`config.mk`:
```
export PLATFORM = sky130hd
export DESIGN_NAME = weight_buffer
export DESIGN_NICKNAME = d
export VERILOG_FILES = /design/src/rtl/weight_buffer.sv
export SDC_FILE = /design/constraint.sdc
export NUM_CORES = 1
export LEC_CHECK = 0
export CAP_MARGIN = 20
export CORE_MARGIN = 2
export CORE_UTILIZATION = 54
export DETAILED_ROUTE_END_ITERATION = 10
export GPL_TIMING_DRIVEN = 0
export HOLD_SLACK_MARGIN = 0.15
export PLACE_DENSITY = 0.73
export SYNTH_ARGS = -nofsm -noshare
export SYNTH_HDL_FRONTEND = slang
export SYNTH_SLANG_ARGS = --single-unit
```
`constraint.sdc`:
```
create_clock -name clk -period 2 [get_ports clk]
set_input_delay 0.3 -clock clk [delete_from_list [all_inputs] [get_ports clk]]
set_output_delay 0.3 -clock clk [all_outputs]
set_load 0.02 [all_outputs]
```
`src/rtl/weight_buffer.sv`:
```
// Weight store for the systolic array: streamed loads, multi-lane
// registered reads and a sequenced clear sweep.
module weight_buffer #(
   parameter int DATA_W = 8,
   parameter int DEPTH  = 16,
   parameter int LANES  = 4,
   parameter int WRAP   = 1,
   parameter int ADDR_W = $clog2(DEPTH)
) (
   input  logic                    clk,
   input  logic                    rst,
   input  logic                    load_start,
   input  logic [ADDR_W-1:0]       load_base,
   input  logic                    load_valid,
   input  logic [DATA_W-1:0]       load_data,
   output logic                    load_ready,
   input  logic                    clear,
   output logic                    busy,
   input  logic                    rd_en,
   input  logic [ADDR_W-1:0]       rd_addr,
   output logic                    rd_valid,
   output logic [LANES*DATA_W-1:0] rd_data
);

   typedef enum logic {
      IDLE,
      CLEAR
   } state_t;

   localparam logic [ADDR_W-1:0] LAST = ADDR_W'(DEPTH - 1);
   localparam logic [ADDR_W:0]   SPAN = (ADDR_W + 1)'(DEPTH);

   logic [DATA_W-1:0]       mem [DEPTH];
   state_t                  state;
   state_t                  state_nxt;
   logic [ADDR_W-1:0]       wptr;
   logic [ADDR_W-1:0]       clr_ptr;
   logic [ADDR_W-1:0]       wr_addr;
   logic [ADDR_W-1:0]       wr_nxt;
   logic                    wr_en;
   logic                    clr_last;
   logic                    clr_go;
   logic                    rd_go;
   logic [LANES*DATA_W-1:0] lanes;

   assign busy       = (state == CLEAR);
   assign load_ready = !busy && !clear;
   assign wr_en      = load_valid && load_ready;
   assign wr_addr    = load_start ? load_base : wptr;
   assign wr_nxt     = (wr_addr == LAST) ? '0 : wr_addr + 1'b1;
   assign clr_last   = (clr_ptr == LAST);
   assign rd_go      = rd_en && !busy;

   always_ff @(posedge clk or negedge rst) begin
      if (!rst) begin
         state <= IDLE;
      end else begin
         state <= state_nxt;
      end
   end

   always_comb begin
      state_nxt = state;
      clr_go    = 1'b0;
      unique case (state)
         IDLE: begin
            if (clear) begin
               state_nxt = CLEAR;
               clr_go    = 1'b1;
            end
         end
         CLEAR: begin
            if (clr_last) begin
               state_nxt = IDLE;
            end
         end
         default: state_nxt = IDLE;
      endcase
   end

   always_ff @(posedge clk or negedge rst) begin
      if (!rst) begin
         clr_ptr <= '0;
      end else if (clr_go) begin
         clr_ptr <= '0;
      end else if (busy) begin
         clr_ptr <= clr_last ? '0 : clr_ptr + 1'b1;
      end
   end

   always_ff @(posedge clk or negedge rst) begin
      if (!rst) begin
         wptr <= '0;
      end else if (wr_en) begin
         wptr <= wr_nxt;
      end else if (load_start && load_ready) begin
         wptr <= load_base;
      end
   end

   always_ff @(posedge clk or negedge rst) begin
      if (!rst) begin
         for (int i = 0; i < DEPTH; i++) begin
            mem[i] <= '0;
         end
      end else if (busy) begin
         mem[clr_ptr] <= '0;
      end else if (wr_en) begin
         mem[wr_addr] <= load_data;
      end
   end

   // Lanes past the end either wrap or read zero; a base past the end reads all zero.
   always_comb begin
      lanes = '0;
      if ({1'b0, rd_addr} < SPAN) begin
         for (int k = 0; k < LANES; k++) begin
            logic [ADDR_W:0] sum;
            sum = {1'b0, rd_addr} + (ADDR_W + 1)'(k);
            if (sum < SPAN) begin
               lanes[k*DATA_W +: DATA_W] = mem[sum[ADDR_W-1:0]];
            end else if (WRAP != 0) begin
               sum = sum - SPAN;
               lanes[k*DATA_W +: DATA_W] = mem[sum[ADDR_W-1:0]];
            end
         end
      end
   end

   always_ff @(posedge clk or negedge rst) begin
      if (!rst) begin
         rd_valid <= 1'b0;
         rd_data  <= '0;
      end else begin
         rd_valid <= rd_go;
         if (rd_go) begin
            rd_data <= lanes;
         end
      end
   end

endmodule
```
==> impl_metrics.tcl <==
set metrics [dict create \
    synthesis.yosys.warnings 0 \
    tightestPinTransition_ns 1.018 \
    placement.setup.worst_slack_ns -1.551 \
    n_fill_cell 1387 \
    clk_transition_reported_paths_ns 0.07 \
    site_row_count 51 \
    hp-class "input pin to flop" \
    finalHoldViolations 0 \
    die_outline_height_um 146.1 \
    antenna_found_initial 0 \
    synthesis.instances 850 \
    synthTopCellsByArea "sky130_fd_sc_hd__dfrtp_1, sky130_fd_sc_hd__mux4_2, sky130_fd_sc_hd__a22o_1, sky130_fd_sc_hd__nand2_1, sky130_fd_sc_hd__mux2i_1" \
    worst_clock_skew_ns 0.01281 \
    drive_gt1_frac 0.3483 \
    fraction_of_post_synthesis_cell_area_in_the_top_cell_type_by_area 0.3900 \
    worst-path-stages 14 \
    ys_types 56 \
    initial_core_util 0.5550 \
    worst_r2r_path_depth 9 \
    layout_worst_path_cycle_share 1.044 \
    gr-usage-all-layers 0.3575 \
    core-area_sq_um 19650 \
    global_route.usage.met1 0.4809 \
    number_of_buffers_between_clock_root_and_the_deepest_sink 2 \
    clock.fmax_ghz 0.4790 \
    drt_pre_antenna_iters 7 \
    post-route-worst-setup-slack_ns -0.08767 \
    critical_path.most_common_cell "sky130_fd_sc_hd__buf_12" \
    routed_wirelength_mm 37.95 \
    timing.critical_path.arrival_ns 2.42 \
    max_slew_margin 0.3217 \
    max_stage_delay_ns 0.34 \
    drt-wirelength-per-cell_um 30.51 \
    grt_max_degree 106 \
    grt_use_met3 0.1284 \
    routabilityCongestion 0.9679 \
    ir_drop_mv 0.6623 \
    setup.worst_path.start "rd_addr[0]" \
    power.leakage_nw 5.577 \
    min_period_ns 2.088 \
    setup_viol_count_final 6 \
    p_per_area_nw_per_um2 894.5 \
    dr.first_iter.drc_count 1317 \
    final_net_count 1000 \
    vias 9333 \
    layout_commonest_cell "sky130_fd_sc_hd__dfrtp_1" \
    critical_path.endpoint "rd_data[24]$_DFFE_PN0P_" \
    timing.critical_path.cells "buf_4, buf_12, buf_12, buf_12, buf_12, inv_4, ha_4, buf_12, buf_12, nor2b_4, buf_4, a32oi_2, a31oi_2, nor2_1" \
    critical-path-top-delay-family "buffers and inverters" \
    reg2reg_slack_ns 0.01 \
    crit_buf_inv 9 \
    reg2reg_from "busy$_DFF_PN0_" \
    detailed_place_hpwl_mm 25.88 \
    route.detailed.vias_per_inst 7.502 \
    startpoint_type "input pin" \
    critical-path-slowest-cell "sky130_fd_sc_hd__ha_4" \
    clk_root_buffer_cell "sky130_fd_sc_hd__clkbuf_16" \
    data_required_critical_path_ns 2.34 \
    drv_slew 0 \
    top_level_ports 57 \
    numClockSinks 170 \
    grt_first_pass_wirelength_mm 56.79 \
    mappedNetlistNets 884 \
    drtAntennaViolNets 0 \
    io_buffers 47 \
    grt.overflow.total 0 \
    residual_drc 0 \
    syn-cell-area_sq_um 10910 \
    tritoncts.num_buffers 17 \
    outcome "complete, but fails checks" \
    mostFrequentLayoutCells "sky130_fd_sc_hd__dfrtp_1, sky130_fd_sc_hd__a22o_1, sky130_fd_sc_hd__mux4_2" \
    violated_checks "negative setup slack" \
    die_footprint_sq_um 21350 \
    cts_tree "built" \
    worst-path-max-fanout 10 \
    rsz0062_at_grt "yes" \
    insertedDiodeCount 0 \
    clock_tree.htree_level_count 4 \
    yosys_register_bits 170 \
    reg2reg_to "mem[104]$_DFFE_PN0P_" \
    post-layout-total-power_w 0.01198 \
    areaGrowthSynthToFinish_pct 22.80 \
    grt_pass1_vias 8956 \
    synth_area_leader_cell "sky130_fd_sc_hd__dfrtp_1" \
    max_cap_violations 0 \
    fin_util 0.6816 \
    avgSynthCellArea_sq_um 12.83 \
    timing.setup.critical_path_class "input pin to flop" \
    sequential_area_share_after_synthesis 0.3900 \
    die_width_um 146.1 \
    groute.layer.met2.usage 0.5189 \
    setup.worst_path.end_class "flop" \
    top_usage_layer "met2" \
    worstSkewPairLatency_ns 0.45 \
]
-- flip-flops by register name, indices dropped and copies added, names as in the netlist --
name	flops
wptr	4
mem	128
rd_valid	1
busy	1
rd_data	32
clr_ptr	4
-- report_power, final --
group | switching (W) | internal [W] | total [W]
registers | 0.000602 | 0.00390 | 0.00450
logic | 0.00235 | 0.00169 | 0.00404
clock network | 0.00154 | 0.00190 | 0.00344
total | 0.00449 | 0.00749 | 0.0120
-- Yosys cell counts, drive strengths merged --
cell type,instances
a22oi,3
and2,11
mux2i,26
a211oi,8
a22o,137
a2111oi,1
xnor2,4
a32oi,9
a21oi,34
o211ai,1
nand2,73
o221ai,8
inv,11
nor3b,1
nand3b,1
o21ai,28
and3,2
buf,46
nor2b,6
clkbuf,22
nand2b,2
a221oi,8
nor4b,1
nand3,22
dfrtp,170
a311oi,2
or2,2
xor2,6
o31ai,2
nor2,54
nor3,6
a31oi,8
o41ai,1
a211o,1
ha,12
o22ai,7
mux4,114
-- cells by family (layout without fill, tap and decap cells) --
logic type	count (synthesis)	count (layout)	synth area share
xor+xnor	10	10	0.009407
mux	140	140	0.2592
fa+ha+maj	12	12	0.01376
simple gates	181	181	0.09234
flops	170	170	0.3900
buf+inv	79	208	0.03682
compound gates	258	258	0.1984
-- per-layer routing --
metal	routed length, um	vias up	share of wire
li1	-	3645	-
met1	13810	4660	0.36
met2	16620	817	0.44
met3	5046	211	0.13
met4	2470	0	0.065
met5	0	-	0
-- through the flow --
| stage | instances | cell area (sq um) | setup TNS, ns | hold WS, ns |
|---|---|---|---|---|
| after floorplan | 850 | 11050 | -2.468 | 0.004409 |
| after global placement | 1162 | 11850 | -1132.24 | 0.4666 |
| after detailed placement | 1163 | 11880 | -87.68 | 0.2730 |
| after CTS | 1229 | 13030 | 0 | 0.2796 |
| after global routing | 1244 | 13400 | -0.6217 | 0.2992 |
| final | 1244 | 13400 | -0.2300 | 0.2651 |
-- worst min-delay path by stage --
| stage | from | end | slack, ns | cells after the start |
|---|---|---|---|---|
| 2_1_floorplan | rst | busy$_DFF_PN0_ | 0.004 | 0 |
| 3_3_place_gp | rd_data[21]$_DFFE_PN0P_ | rd_data[21]$_DFFE_PN0P_ | 0.47 | 2 |
| 3_5_place_dp | rst | mem[51]$_DFFE_PN0P_ | 0.27 | 1 |
| 4_1_cts | load_data[5] | mem[61]$_DFFE_PN0P_ | 0.28 | 2 |
| 5_1_grt | load_data[6] | mem[22]$_DFFE_PN0P_ | 0.30 | 2 |
| 6_report | load_data[5] | mem[29]$_DFFE_PN0P_ | 0.27 | 2 |
-- worst reg2reg max path, cell delays in order, from the launching register on --
cell and delay (ns):
sky130_fd_sc_hd__dfrtp_1 0.38, sky130_fd_sc_hd__buf_6 0.14, sky130_fd_sc_hd__or2_1 0.23, sky130_fd_sc_hd__buf_6 0.14, sky130_fd_sc_hd__inv_6 0.07, sky130_fd_sc_hd__buf_12 0.12, sky130_fd_sc_hd__nand3_4 0.22, sky130_fd_sc_hd__nor2_8 0.22
sky130_fd_sc_hd__a21oi_4 0.09, sky130_fd_sc_hd__a22o_1 0.26
-- area by class of cell --
type                            instances  area (sq um)  share of cell area
Multi-Input combinational cell        601          6696              0.4999
Sequential cell                       170          4254              0.3176
Timing Repair Buffer                  103         982.2             0.07332
Buffer                                 62         484.2             0.03615
Clock buffer                           18         439.2             0.03279
Tap cell                              265         331.6             0.02475
Clock inverter                         14         158.9             0.01186
Inverter                               11         48.80            0.003643
-- repair_timing --
action / 4_1_cts / 5_1_grt
pin swaps: 27 / 13
cloned: 1 / 0
setup endpoints to repair: 150 / 137
hold buffers: 1 / 0
buffers inserted: 35 / 18
resized for setup: 65 / 47
hold endpoints to repair: 65 / 0
No activity file was read; power rests on OpenSTA's default activity.
